==> src/rtl/jtframe_romload.sv <==
// HPS ioctl byte stream to SDRAM programming port bridge.
// Bytes are remapped at push time, queued in a small FIFO, then replayed as masked writes.
module jtframe_romload #(
    parameter int unsigned FIFO_AW       = 2,
    parameter logic [21:0] REGION_START  = 22'h20_0000,
    parameter logic [21:0] REGION_OFFSET = 22'h10_0000
) (
    input  logic        clk_sys,
    input  logic        rst,
    input  logic        downloading,
    input  logic [21:0] ioctl_addr,
    input  logic [7:0]  ioctl_data,
    input  logic        ioctl_wr,
    output logic [21:0] prog_addr,
    output logic [7:0]  prog_data,
    output logic [1:0]  prog_mask,
    output logic        prog_we,
    input  logic        prog_rdy,
    output logic        dwnld_busy,
    output logic        overflow,
    output logic [21:0] byte_cnt
);

    localparam int unsigned      Depth       = 1 << FIFO_AW;
    localparam logic [FIFO_AW:0] FullCnt     = Depth[FIFO_AW:0];
    // Byte-address shift for region 1: -REGION_START + 2*REGION_OFFSET, modulo 2^23
    localparam logic [22:0]      RegionShift = {REGION_OFFSET, 1'b0} - {1'b0, REGION_START};

    typedef enum logic [1:0] {StIdle, StLoad, StWrite, StGap} state_e;

    state_e             state_q;
    logic [21:0]        mem_addr [Depth];
    logic [7:0]         mem_data [Depth];
    logic               mem_odd  [Depth];
    logic [FIFO_AW-1:0] wr_ptr_q;
    logic [FIFO_AW-1:0] rd_ptr_q;
    logic [FIFO_AW:0]   cnt_q;
    logic               dl_q;

    logic               full;
    logic               empty;
    logic               push;
    logic               pop;
    logic               drop;
    logic               dl_rise;
    logic [22:0]        mapped;

    always_comb begin
        full       = (cnt_q == FullCnt);
        empty      = (cnt_q == '0);
        pop        = (state_q == StWrite) && prog_rdy;
        push       = ioctl_wr && downloading && (!full || pop);
        drop       = ioctl_wr && downloading && full && !pop;
        dl_rise    = downloading && !dl_q;
        mapped     = (ioctl_addr < REGION_START) ? {1'b0, ioctl_addr}
                                                 : {1'b0, ioctl_addr} + RegionShift;
        dwnld_busy = downloading || !empty || (state_q != StIdle);
    end

    // Storage needs no reset: occupancy is tracked by cnt_q alone.
    always_ff @(posedge clk_sys) begin
        if (push) begin
            mem_addr[wr_ptr_q] <= mapped[22:1];
            mem_data[wr_ptr_q] <= ioctl_data;
            mem_odd[wr_ptr_q]  <= mapped[0];
        end
    end

    always_ff @(posedge clk_sys) begin
        if (rst) begin
            wr_ptr_q <= '0;
            rd_ptr_q <= '0;
            cnt_q    <= '0;
        end else begin
            if (push) wr_ptr_q <= wr_ptr_q + 1'b1;
            if (pop)  rd_ptr_q <= rd_ptr_q + 1'b1;
            if (push && !pop)      cnt_q <= cnt_q + 1'b1;
            else if (pop && !push) cnt_q <= cnt_q - 1'b1;
        end
    end

    always_ff @(posedge clk_sys) begin
        if (rst) begin
            dl_q     <= 1'b0;
            byte_cnt <= '0;
            overflow <= 1'b0;
        end else begin
            dl_q <= downloading;
            if (dl_rise) begin
                byte_cnt <= push ? 22'd1 : 22'd0;
                overflow <= drop;
            end else begin
                if (push) byte_cnt <= byte_cnt + 22'd1;
                if (drop) overflow <= 1'b1;
            end
        end
    end

    // The head entry stays in the FIFO until acknowledged; prog_* hold a copy of it.
    always_ff @(posedge clk_sys) begin
        if (rst) begin
            state_q   <= StIdle;
            prog_we   <= 1'b0;
            prog_addr <= '0;
            prog_data <= '0;
            prog_mask <= 2'b11;
        end else begin
            unique case (state_q)
                StIdle: begin
                    if (!empty) begin
                        prog_addr <= mem_addr[rd_ptr_q];
                        prog_data <= mem_data[rd_ptr_q];
                        prog_mask <= mem_odd[rd_ptr_q] ? 2'b01 : 2'b10;
                        state_q   <= StLoad;
                    end
                end
                StLoad: begin
                    prog_we <= 1'b1;
                    state_q <= StWrite;
                end
                StWrite: begin
                    if (prog_rdy) begin
                        prog_we <= 1'b0;
                        state_q <= StGap;
                    end
                end
                StGap: begin
                    if (!empty) begin
                        prog_addr <= mem_addr[rd_ptr_q];
                        prog_data <= mem_data[rd_ptr_q];
                        prog_mask <= mem_odd[rd_ptr_q] ? 2'b01 : 2'b10;
                        prog_we   <= 1'b1;
                        state_q   <= StWrite;
                    end else begin
                        state_q <= StIdle;
                    end
                end
            endcase
        end
    end

endmodule

==> config.mk <==
export PLATFORM = sky130hd
export DESIGN_NAME = jtframe_romload
export DESIGN_NICKNAME = d
export VERILOG_FILES = /design/src/rtl/jtframe_romload.sv
export SDC_FILE = /design/constraint.sdc
export NUM_CORES = 1
export LEC_CHECK = 0
export ABC_AREA = 1
export BUFFER_PORTS_ARGS = -buffer_cell sky130_fd_sc_hd__buf_2
export CELL_PAD_IN_SITES_DETAIL_PLACEMENT = 2
export CELL_PAD_IN_SITES_GLOBAL_PLACEMENT = 2
export CORE_MARGIN = 2
export CORE_UTILIZATION = 37
export DETAILED_ROUTE_END_ITERATION = 7
export PLACE_DENSITY_LB_ADDON = 0.1
export SLEW_MARGIN = 40
export SYNTH_ARGS = -nofsm -noshare
export SYNTH_HDL_FRONTEND = slang
export SYNTH_SLANG_ARGS = --single-unit
==> constraint.sdc <==
create_clock -name clk_sys -period 3.6 [get_ports clk_sys]
set_input_delay 0.36 -clock clk_sys [delete_from_list [all_inputs] [get_ports clk_sys]]
set_output_delay 0.36 -clock clk_sys [all_outputs]
set_load 0.02 [all_outputs]
==> results of run 1 <==
## per-layer routing
layer	track usage, %	wire (um)	share of wire (%)
met5	0	0	0
met4	4.90	164	0.79
met3	2.95	493	2.4
met2	37.3	11000	53
met1	24.2	9170	44
## cell usage after synthesis
library cell	n	area, sq um
nor3b_1	1	7.51
o21ai_0	98	490
edfxtp_1	120	3600
and2_2	1	7.51
clkbuf_8	1	13.8
a32o_1	1	10.0
fa_1	1	20.0
a21oi_1	21	105
nor2_4	9	101
clkbuf_1	8	30.0
dfxtp_1	67	1340
buf_6	4	45.0
nand3_1	15	75.1
inv_2	1	3.75
nand2_2	6	37.5
buf_1	1	3.75
nor2_2	5	31.3
xor2_1	1	8.76
buf_4	6	45.0
buf_8	1	15.0
nand4_1	4	25.0
or2_2	1	6.26
nand2_4	1	11.3
conb_1	1	3.75
a31oi_1	29	181
nor3_1	3	15.0
nand2_1	59	221
ha_1	10	125
nor2_1	175	657
inv_1	39	146
buf_2	10	50.1
nand3b_1	1	7.51
clkbuf_2	3	15.0
nand3_2	7	70.1
o21ai_1	5	25.0
## worst max-delay path: stages (launching register included)
cell	delay (ns)
dfxtp_1	0.34
inv_1	0.11
ha_1	0.19
nand2_2	0.12
nand2_2	0.09
nor2_2	0.05
nor2_2	0.44
ha_1	0.24
inv_1	0.07
fa_1	0.38
a21oi_1	0.14
o21ai_0	0.13
o21ai_0	0.19
a21oi_1	0.07
## kinds of logic (layout without fill, tap and decap cells)
logic type	Yosys count	after routing	share of synthesized area (%)
compound gates	154	154	10.7
xor+xnor	1	1	0.116
fa+ha+maj	11	11	1.92
buf+inv	74	174	4.87
flops	187	187	65.4
other cells	1	1	0.0496
simple gates	288	288	16.9
## registers in the layout, summed over array words and instances (netlist names), named ones only
name,flops
byte_cnt,22
cnt_q,3
dl_q,1
mem_addr,84
mem_data,32
mem_odd,4
overflow,1
prog_addr,21
prog_data,8
prog_mask,2
prog_we,1
rd_ptr_q,2
state_q,2
wr_ptr_q,2
## worst paths after layout
| check | to | cells after the start |
|---|---|---|
| max reg2reg | cnt_q[2]$_SDFFE_PP0P_ | 13 |
| min | mem_data[1][2]$_DFFE_PP_ | 1 |
| max | cnt_q[2]$_SDFFE_PP0P_ | 13 |
| min reg2reg | overflow$_SDFFE_PP0P_ | 1 |
## metrics by stage
step                cells  hold slack, ns  worst slack (ns)  utilization, %  power, uW
floorplan             716           0.429             0.868               -       3430
global placement     1047           0.449              1.04            40.6       3720
detailed placement   1053           0.490             0.921            41.2       3820
CTS                  1085           0.136             0.901            44.1       5730
global route         1086           0.139             0.491            44.2       5960
finish               1086           0.153             0.923            44.2       5670
## area by class of cell
type | instances | area (sq um) | area share, %
repair buffers | 102 | 618 | 6.93
clock buffers | 17 | 425 | 4.77
well taps | 270 | 338 | 3.79
inverters | 40 | 153 | 1.71
clock inverters | 15 | 164 | 1.84
flip-flops and latches | 187 | 4950 | 55.4
multi-input cells | 455 | 2280 | 25.6
## report_power, final
group          total (uW)  internal (uW)  switching [uW]
logic                1170            349             823
clock network        1900           1040             863
registers            2600           2480             111
total                5670           3870            1800
==> qor.txt, run 1 <==
status: finished clean
global route total overflow: 0
Slew Viols, Final: 0
first-pass GRT wire length: 33.5 mm
Crit Path Category: register to register
area delta synth->final: 18.1%
vias in the first global route: 6,170
core box area: 20,200 sq um
placed inst area: 8310 sq um
Post-Syn Nets: 762
Syn. warnings: 0
Crit path arrival time: 2.98 ns
worst endpoint required time: 3.90 ns
vias per cell: 5.05
finished layout cell area: 8920 sq um
die area: 21,600 sq um
RSZ-0062 raised after global routing: no
Clock Tree Buf Depth: 2
final setup fails: 0
Final Hold Fails: 0
First-pass DRT Iterations: 4
Synth Cell Area: 7560 sq um
chip width: 147 um
WL final: 20.8 mm
Die Y: 147 um
Max VDD drop: 344 uV
Starting Density: 37.5%
R2R setup slack: 0.92 ns
antenna violations before repair: 0
startpoint types: register
# diodes: 0
IO Pins: 92
#FFs+latches synth: 187
CTS resizes: 0
CTS root buf: clkbuf_16
# clock sinks: 187
CTS tree: done
leak pwr: 0.00330 uW
setup tns final: 0 ns
Tcrit/Tclk final: 74.4%
worst r2r src: state_q[0]$_SDFFE_PP0P_
Detail Placement HPWL: 13.8 mm
DRC errors left: 0
layout cells sized above 1: 20.8%
most common cell after layout, fill and taps aside: nor2_1
H-tree Lvls: 4
max frequency: 0.374 GHz
Nets: 849
Max-Cap Viols: 0
Clock Pin Slew Worst Setup and Hold Paths: 0.07 ns
post-route ant nets: 0
# fillers: 2,133
crit end category: register
postcts setup bufs: 0
worst-path maximum fanout: 11
Cells after Synth: 716
PwrDens: 635 nW/um^2
clock skew: 0.0111 ns
via count: 5,485
Port-buffer cells: 90
hold buffers post-CTS: 0
Starting DRT DRC Count: 247
number of buffers created by CTS: 17
sequential element share of the synthesized area: 65.4%
overall routing resource usage: 19.9%
clock latency on the worst-skew pair: 0.43 ns
largest net degree at the start of global routing: 62
worst setup path start: state_q[0]$_SDFFE_PP0P_
Max-slew headroom: 55.3%
commonest non-fill, non-tap cells in the layout: 170 x nor2_1, 120 x edfxtp_1, 98 x o21ai_0, 90 x buf_2, 66 x dfxtp_1
Worst Tran Pin Value: 0.670 ns
type of the most critical hold path: primary input to register
post-DR wirelength/cell: 19.2 um
synth unique cells: 35
crit path time final: 2.68 ns
Rows: 52
GPL Wtd Cong: 0.790
mean area per synthesized cell: 10.6 sq um
worst min-delay path startpoint: ioctl_data[2]
Power figures use the tool's default switching activity.
==> inputs of run 2 (changes only) <==
--- a/config.mk
+++ b/config.mk
@@ -5,12 +5,12 @@
 export SDC_FILE = /design/constraint.sdc
 export NUM_CORES = 1
 export LEC_CHECK = 0
-export ABC_AREA = 1
+export ABC_AREA = 0
 export BUFFER_PORTS_ARGS = -buffer_cell sky130_fd_sc_hd__buf_2
 export CELL_PAD_IN_SITES_DETAIL_PLACEMENT = 2
 export CELL_PAD_IN_SITES_GLOBAL_PLACEMENT = 2
 export CORE_MARGIN = 2
-export CORE_UTILIZATION = 37
+export CORE_UTILIZATION = 40
 export DETAILED_ROUTE_END_ITERATION = 7
 export PLACE_DENSITY_LB_ADDON = 0.1
 export SLEW_MARGIN = 40
==> constraint.sdc (replaced) <==
create_clock -name clk_sys -period 2.55 [get_ports clk_sys]
set_input_delay 0.255 -clock clk_sys [delete_from_list [all_inputs] [get_ports clk_sys]]
set_output_delay 0.255 -clock clk_sys [all_outputs]
set_load 0.02 [all_outputs]
==> run 2 against run 1 <==
Compared with the run above:
- area after synthesis fell by 4.8%
- clock power rose by 34%
- register-to-register slack got worse by 0.77 ns
- worst hold slack got worse by 0.12 ns
- count of clock-buffer cells in the layout rose by 3
- sequential power rose by 43%
- utilization rose by 3.6 points
- via count fell by 19%
- setup slack got worse by 0.77 ns
- maximum frequency rose by 12%
- die area fell by 12%
- largest power group unchanged
- highest routed layer unchanged
==> qor.txt, run 2 <==
Switching Power: 2560 uW
First-pass DRT Iterations: 4
Syn. warnings: 0
core box area: 17,800 sq um
layout cells sized above 1: 29.6%
Synth Cell Area: 7190 sq um
Worst Setup EP: cnt_q[2]$_SDFFE_PP0P_
# fillers: 1,760
Tcrit/Tclk final: 94.0%
worst r2r src: state_q[0]$_SDFFE_PP0P_
worst endpoint required time: 2.90 ns
Max VDD drop: 546 uV
Final Hold Fails: 0
Clock Tree Buf Depth: 2
Gate power share: 23.1%
global route total overflow: 0
clock share of power: 31.2%
Crit Path Category: register to register
type of the most critical hold path: primary input to register
Post-Syn Nets: 545
synth top area cells: edfxtp_1 50%, dfxtp_1 19%, mux4_2 9.4%
DRC errors left: 0
# clock sinks: 187
EDFF count, synth: 120
Nets: 641
#FFs+latches synth: 187
top cell type's share of synthesized area: 50.1%
Starting Density: 40.4%
vias per cell: 5.31
overall routing resource usage: 18.6%
status: finished clean
via count: 4,446
setup tns final: 0 ns
most instantiated cells after synthesis: 120 x edfxtp_1, 76 x nand2_1, 67 x dfxtp_1
antenna violations before repair: 1
CTS tree: done
WL final: 17.2 mm
post-route ant nets: 0
max frequency: 0.417 GHz
Reg power frac: 45.6%
final core utilization: 47.9%
R2R setup slack: 0.15 ns
Rows: 49
GPL Wtd Cong: 0.711
sequential element share of the synthesized area: 68.8%
RSZ-0062 raised after global routing: no
Clock Pin Slew Worst Setup and Hold Paths: 0.07 ns
final setup fails: 0
H-tree Lvls: 4
leak pwr: 0.00297 uW
IO Pins: 92
Max-slew headroom: 59.8%
P_int: 5600 uW
largest net degree at the start of global routing: 48
Max-Cap Viols: 0
Port-buffer cells: 90
Largest regs: mem_addr x84, mem_data x32, byte_cnt x22
worst-path maximum fanout: 9
crit end category: register
synth unique cells: 47
post-DR wirelength/cell: 20.5 um
ys flop type: edfxtp_1
crit path time final: 2.40 ns
max reg flops: 84
Cells after Synth: 499
chip width: 138 um
most flop-heavy register: mem_addr
hold buffers post-CTS: 0
mean area per synthesized cell: 14.4 sq um
sw frac: 31.4%
Slew Viols, Final: 0
Starting DRT DRC Count: 213
startpoint types: register
Async SR Flop Fraction: 0%
area delta synth->final: 18.4%
FF-to-FF End: cnt_q[2]$_SDFFE_PP0P_
PwrDens: 959 nW/um^2
worst setup path start: state_q[0]$_SDFFE_PP0P_
Synth area leader: edfxtp_1
Die Y: 138 um
Worst Tran Pin Value: 0.588 ns
clock latency on the worst-skew pair: 0.43 ns
most frequent cell after synthesis: edfxtp_1
clock skew: 0.0106 ns
CTS root buf: clkbuf_16
Crit path arrival time: 2.75 ns
Detail Placement HPWL: 11.3 mm
die area: 19,100 sq um
number of buffers created by CTS: 17
vias in the first global route: 4,977
first-pass GRT wire length: 27.5 mm
most common cell after layout, fill and taps aside: edfxtp_1
commonest non-fill, non-tap cells in the layout: 120 x edfxtp_1, 90 x buf_2, 76 x nand2_1, 64 x dfxtp_1, 53 x a21oi_1
FF-to-FF path depth: 11
-- run 2: cell count changes after synthesis, sizes merged, moves of 5 or more --
cell	change
nor2	-174
o21ai	-97
a21oi	+32
inv	-31
mux4	+30
a31oi	-29
nand3	-14
or4	+13
buf	-11
o31ai	+11
nand2	+10
or3	+6
xnor2	+5
-- run 2: logic make-up (layout without fill, tap and decap cells) --
kind of cell / after synthesis / after routing / share of synthesized area (%)
flip-flops: 187 / 187 / 68.8
AND/OR/NAND/NOR: 144 / 144 / 9.74
AO/OA/AOI/OAI: 82 / 82 / 6.73
buffers and inverters: 34 / 143 / 2.05
multiplexers: 31 / 31 / 9.54
adder cells (fa/ha/maj): 11 / 11 / 2.02
XOR/XNOR: 9 / 9 / 1.10
other: 1 / 2 / 0.0522
-- run 2: worst min path at each step --
stage	from	end	slack (ns)	cells past startpoint
floorplan	ioctl_addr[1]	mem_addr[0][0]$_DFFE_PP_	0.35	0
global placement	prog_addr[4]$_SDFFE_PP0P_	prog_addr[4]$_SDFFE_PP0P_	0.44	2
detailed placement	prog_addr[17]$_SDFFE_PP0P_	prog_addr[17]$_SDFFE_PP0P_	0.45	2
CTS	ioctl_addr[4]	mem_addr[2][3]$_DFFE_PP_	0.02	1
global route	ioctl_addr[4]	mem_addr[2][3]$_DFFE_PP_	0.03	1
finish	ioctl_addr[4]	mem_addr[2][3]$_DFFE_PP_	0.04	1
-- run 2: critical path: stages, from the launching register on --
cell and delay (ns):
dfxtp_1 0.34, inv_2 0.10, ha_4 0.17, a211oi_2 0.08, a21o_1 0.23, inv_4 0.12, ha_1 0.19, inv_1 0.07
fa_1 0.39, xor2_1 0.18, or3_1 0.31, a21oi_1 0.14
-- run 2: per-stage QoR --
| step | area [sq um] | power [uW] | hold slack (ns) | setup slack [ns] | std cells |
|---|---|---|---|---|---|
| finish | 8510 | 8160 | 0.0375 | 0.153 | 838 |
| global route | 8510 | 8570 | 0.0276 | 0.00555 | 837 |
| CTS | 8500 | 8270 | 0.0243 | 0.0176 | 837 |
| detailed placement | 7930 | 5700 | 0.451 | 0.0238 | 805 |
| global placement | 7930 | 5580 | 0.441 | 0.147 | 805 |
| floorplan | 7190 | 4910 | 0.354 | 0.00915 | 499 |
-- run 2: what timing repair did --
action | CTS | global route
gates resized for setup | 1 | 4
gates cloned | 0 | 0
endpoints found under the setup margin | 2 | 2
setup buffers | 0 | 0
pin swaps | 0 | 0
-- run 2: power by group through the flow --
stage / clock network (uW) / logic, uW / registers (uW)
2_1_floorplan: 0 / 936 / 3970
3_3_place_gp: 0 / 1830 / 3760
3_5_place_dp: 0 / 1910 / 3790
4_1_cts: 2610 / 1940 / 3720
5_1_grt: 2720 / 2080 / 3760
6_report: 2550 / 1890 / 3720
-- run 2: area by class of cell --
cell class	instances	area (sq um)	share of cell area, %
Antenna cell	1	2.50	0.0294
Timing Repair Buffer	101	546	6.41
Multi-Input combinational cell	278	2130	25.0
Clock inverter	12	114	1.34
Tap cell	229	287	3.37
Sequential cell	187	4950	58.1
Clock buffer	20	447	5.25
Inverter	10	40.0	0.470
-- run 2: per-layer routing --
layer | share of wire (%) | up-vias | GRT usage [%]
met1 | 42 | 2272 | 22.4
met5 | 0 | - | 0
met3 | 3.0 | 11 | 4.02
met4 | 1.1 | 0 | 5.64
met2 | 53 | 88 | 33.6
li1 | - | 2075 | -
==> inputs of run 3 (changes only) <==
--- a/config.mk
+++ b/config.mk
@@ -13,6 +13,7 @@
 export CORE_UTILIZATION = 40
 export DETAILED_ROUTE_END_ITERATION = 7
 export PLACE_DENSITY_LB_ADDON = 0.1
+export REMOVE_ABC_BUFFERS = 1
 export SLEW_MARGIN = 40
 export SYNTH_ARGS = -nofsm -noshare
 export SYNTH_HDL_FRONTEND = slang
==> run 3 against run 2 <==
Compared with the run above:
- highest routed layer unchanged
- cell area increased by 0.69%
- largest power group unchanged
- final cell count grew 0.60%
- die area did not move
- wire length grew 0.45%
==> qor.txt, run 3 (same netlist as run 2, synthesis figures left out) <==
vias in the first global route: 5,037
first-pass GRT wire length: 28.3 mm
Rows: 49
hold buffers post-CTS: 0
antenna violations before repair: 0
total power: 8310 uW
startpoint types: register
post-route ant nets: 0
Crit path arrival time: 2.75 ns
Clock Pin Slew Worst Setup and Hold Paths: 0.07 ns
global route total overflow: 0
Detail Placement HPWL: 11.1 mm
most flop-heavy register: mem_addr
clock latency on the worst-skew pair: 0.43 ns
largest net degree at the start of global routing: 48
Slowest cell on crit path: dfxtp_1
Nets: 647
commonest non-fill, non-tap cells in the layout: 120 x edfxtp_1, 90 x buf_2, 76 x nand2_1, 65 x dfxtp_1, 53 x a21oi_1
WL final: 17.3 mm
final setup fails: 0
Slew Viols, Final: 0
post-DR wirelength/cell: 20.5 um
max frequency: 0.417 GHz
DRC errors left: 0
type of the most critical hold path: primary input to register
max reg flops: 84
overall routing resource usage: 19.2%
Starting DRT DRC Count: 144
clock skew: 0.0109 ns
Clock Tree Buf Depth: 2
leak pwr: 0.00302 uW
final core utilization: 48.2%
status: finished clean
die area: 19,100 sq um
RSZ-0062 raised after global routing: no
CTS root buf: clkbuf_16
CP bufs+invs: 2
vias per cell: 5.32
First-pass DRT Iterations: 4
chip width: 138 um
GPL Wtd Cong: 0.776
Die Y: 138 um
layout cells sized above 1: 30.1%
WHS Path Cells: 1
H-tree Lvls: 4
core box area: 17,800 sq um
Max-slew headroom: 61.8%
Crit Path Category: register to register
Max VDD drop: 414 uV
IO Pins: 92
crit path time final: 2.40 ns
FF-to-FF path depth: 10
# diodes: 0
Worst path top cell family by delay: adder cells
Tcrit/Tclk final: 94.0%
Worst Tran Pin Value: 0.573 ns
most common cell after layout, fill and taps aside: edfxtp_1
worst endpoint required time: 2.91 ns
worst-path maximum fanout: 5
PwrDens: 970 nW/um^2
CP peak stage delay: 0.42 ns
Starting Density: 40.4%
# clock sinks: 187
Final Hold Fails: 0
number of buffers created by CTS: 17
number of cells on the critical path: 10
cell breakdown of the critical path: ha_2 -> a211oi_2 -> a21o_1 -> inv_2 -> ha_2 -> inv_1 -> fa_1 -> xor2_1 -> or3_1 -> a21oi_1
Max-Cap Viols: 0
via count: 4,487
Port-buffer cells: 90
CTS tree: done
CP most frequent cell: ha_2
crit end category: register
area delta synth->final: 19.2%
Largest regs: mem_addr x84, mem_data x32, byte_cnt x22
==> run 3: final timing paths <==
path	endpoint	start	slack (ns)
setup / recovery	cnt_q[2]$_SDFFE_PP0P_	state_q[1]$_SDFFE_PP0P_	0.15
hold / removal	mem_addr[0][4]$_DFFE_PP_	ioctl_addr[5]	0.04
setup reg to reg	cnt_q[2]$_SDFFE_PP0P_	state_q[1]$_SDFFE_PP0P_	0.15
hold reg to reg	prog_addr[13]$_SDFFE_PP0P_	prog_addr[13]$_SDFFE_PP0P_	0.46
==> run 3: repair_timing <==
item / CTS / global route
resized for setup: 0 / 4
endpoints found under the setup margin: 0 / 2
buffers inserted: 0 / 2
==> run 3: report_power, final <==
group	switching [uW]	internal, uW	leakage (uW)
registers	163	3540	0.00164
logic	1200	669	0.00109
clock network	1180	1560	0.000290
total	2550	5770	0.00302
==> run 3: worst register-to-register path, stage by stage, from the launching register on <==
cell and delay [ns]:
dfxtp_1 0.42, ha_2 0.25, a211oi_2 0.09, a21o_1 0.20, inv_2 0.08, ha_2 0.19
inv_1 0.05, fa_1 0.37, xor2_1 0.18, or3_1 0.32, a21oi_1 0.17
==> run 3: per-stage QoR <==
stage          setup TNS [ns]  hold slack [ns]  setup slack [ns]  cell area [sq um]  cells
2_1_floorplan         -0.0767            0.324           -0.0624               7080    475
3_3_place_gp                0            0.439             0.279               7950    809
3_5_place_dp                0            0.447            0.0592               7950    809
4_1_cts                     0           0.0213           0.00275               8550    841
5_1_grt                     0           0.0228            0.0215               8570    843
6_report                    0           0.0356             0.153               8570    843
==> run 3: cell type report <==
cell class	instances	area (sq um)
clock inverters	12	164
multi-input cells	278	2120
well taps	229	287
flip-flops and latches	187	4950
repair buffers	107	578
fillers	1728	9210
clock buffers	20	437
inverters	10	37.5
==> run 3: metal layers <==
| metal | vias up | wire length, um | GRT usage [%] |
|---|---|---|---|
| met1 | 2326 | 7880 | 25.1 |
| li1 | 2078 | - | - |
| met2 | 71 | 8760 | 32.8 |
| met4 | 0 | 166 | 5.80 |
| met5 | - | 0 | 0 |
| met3 | 12 | 447 | 3.74 |
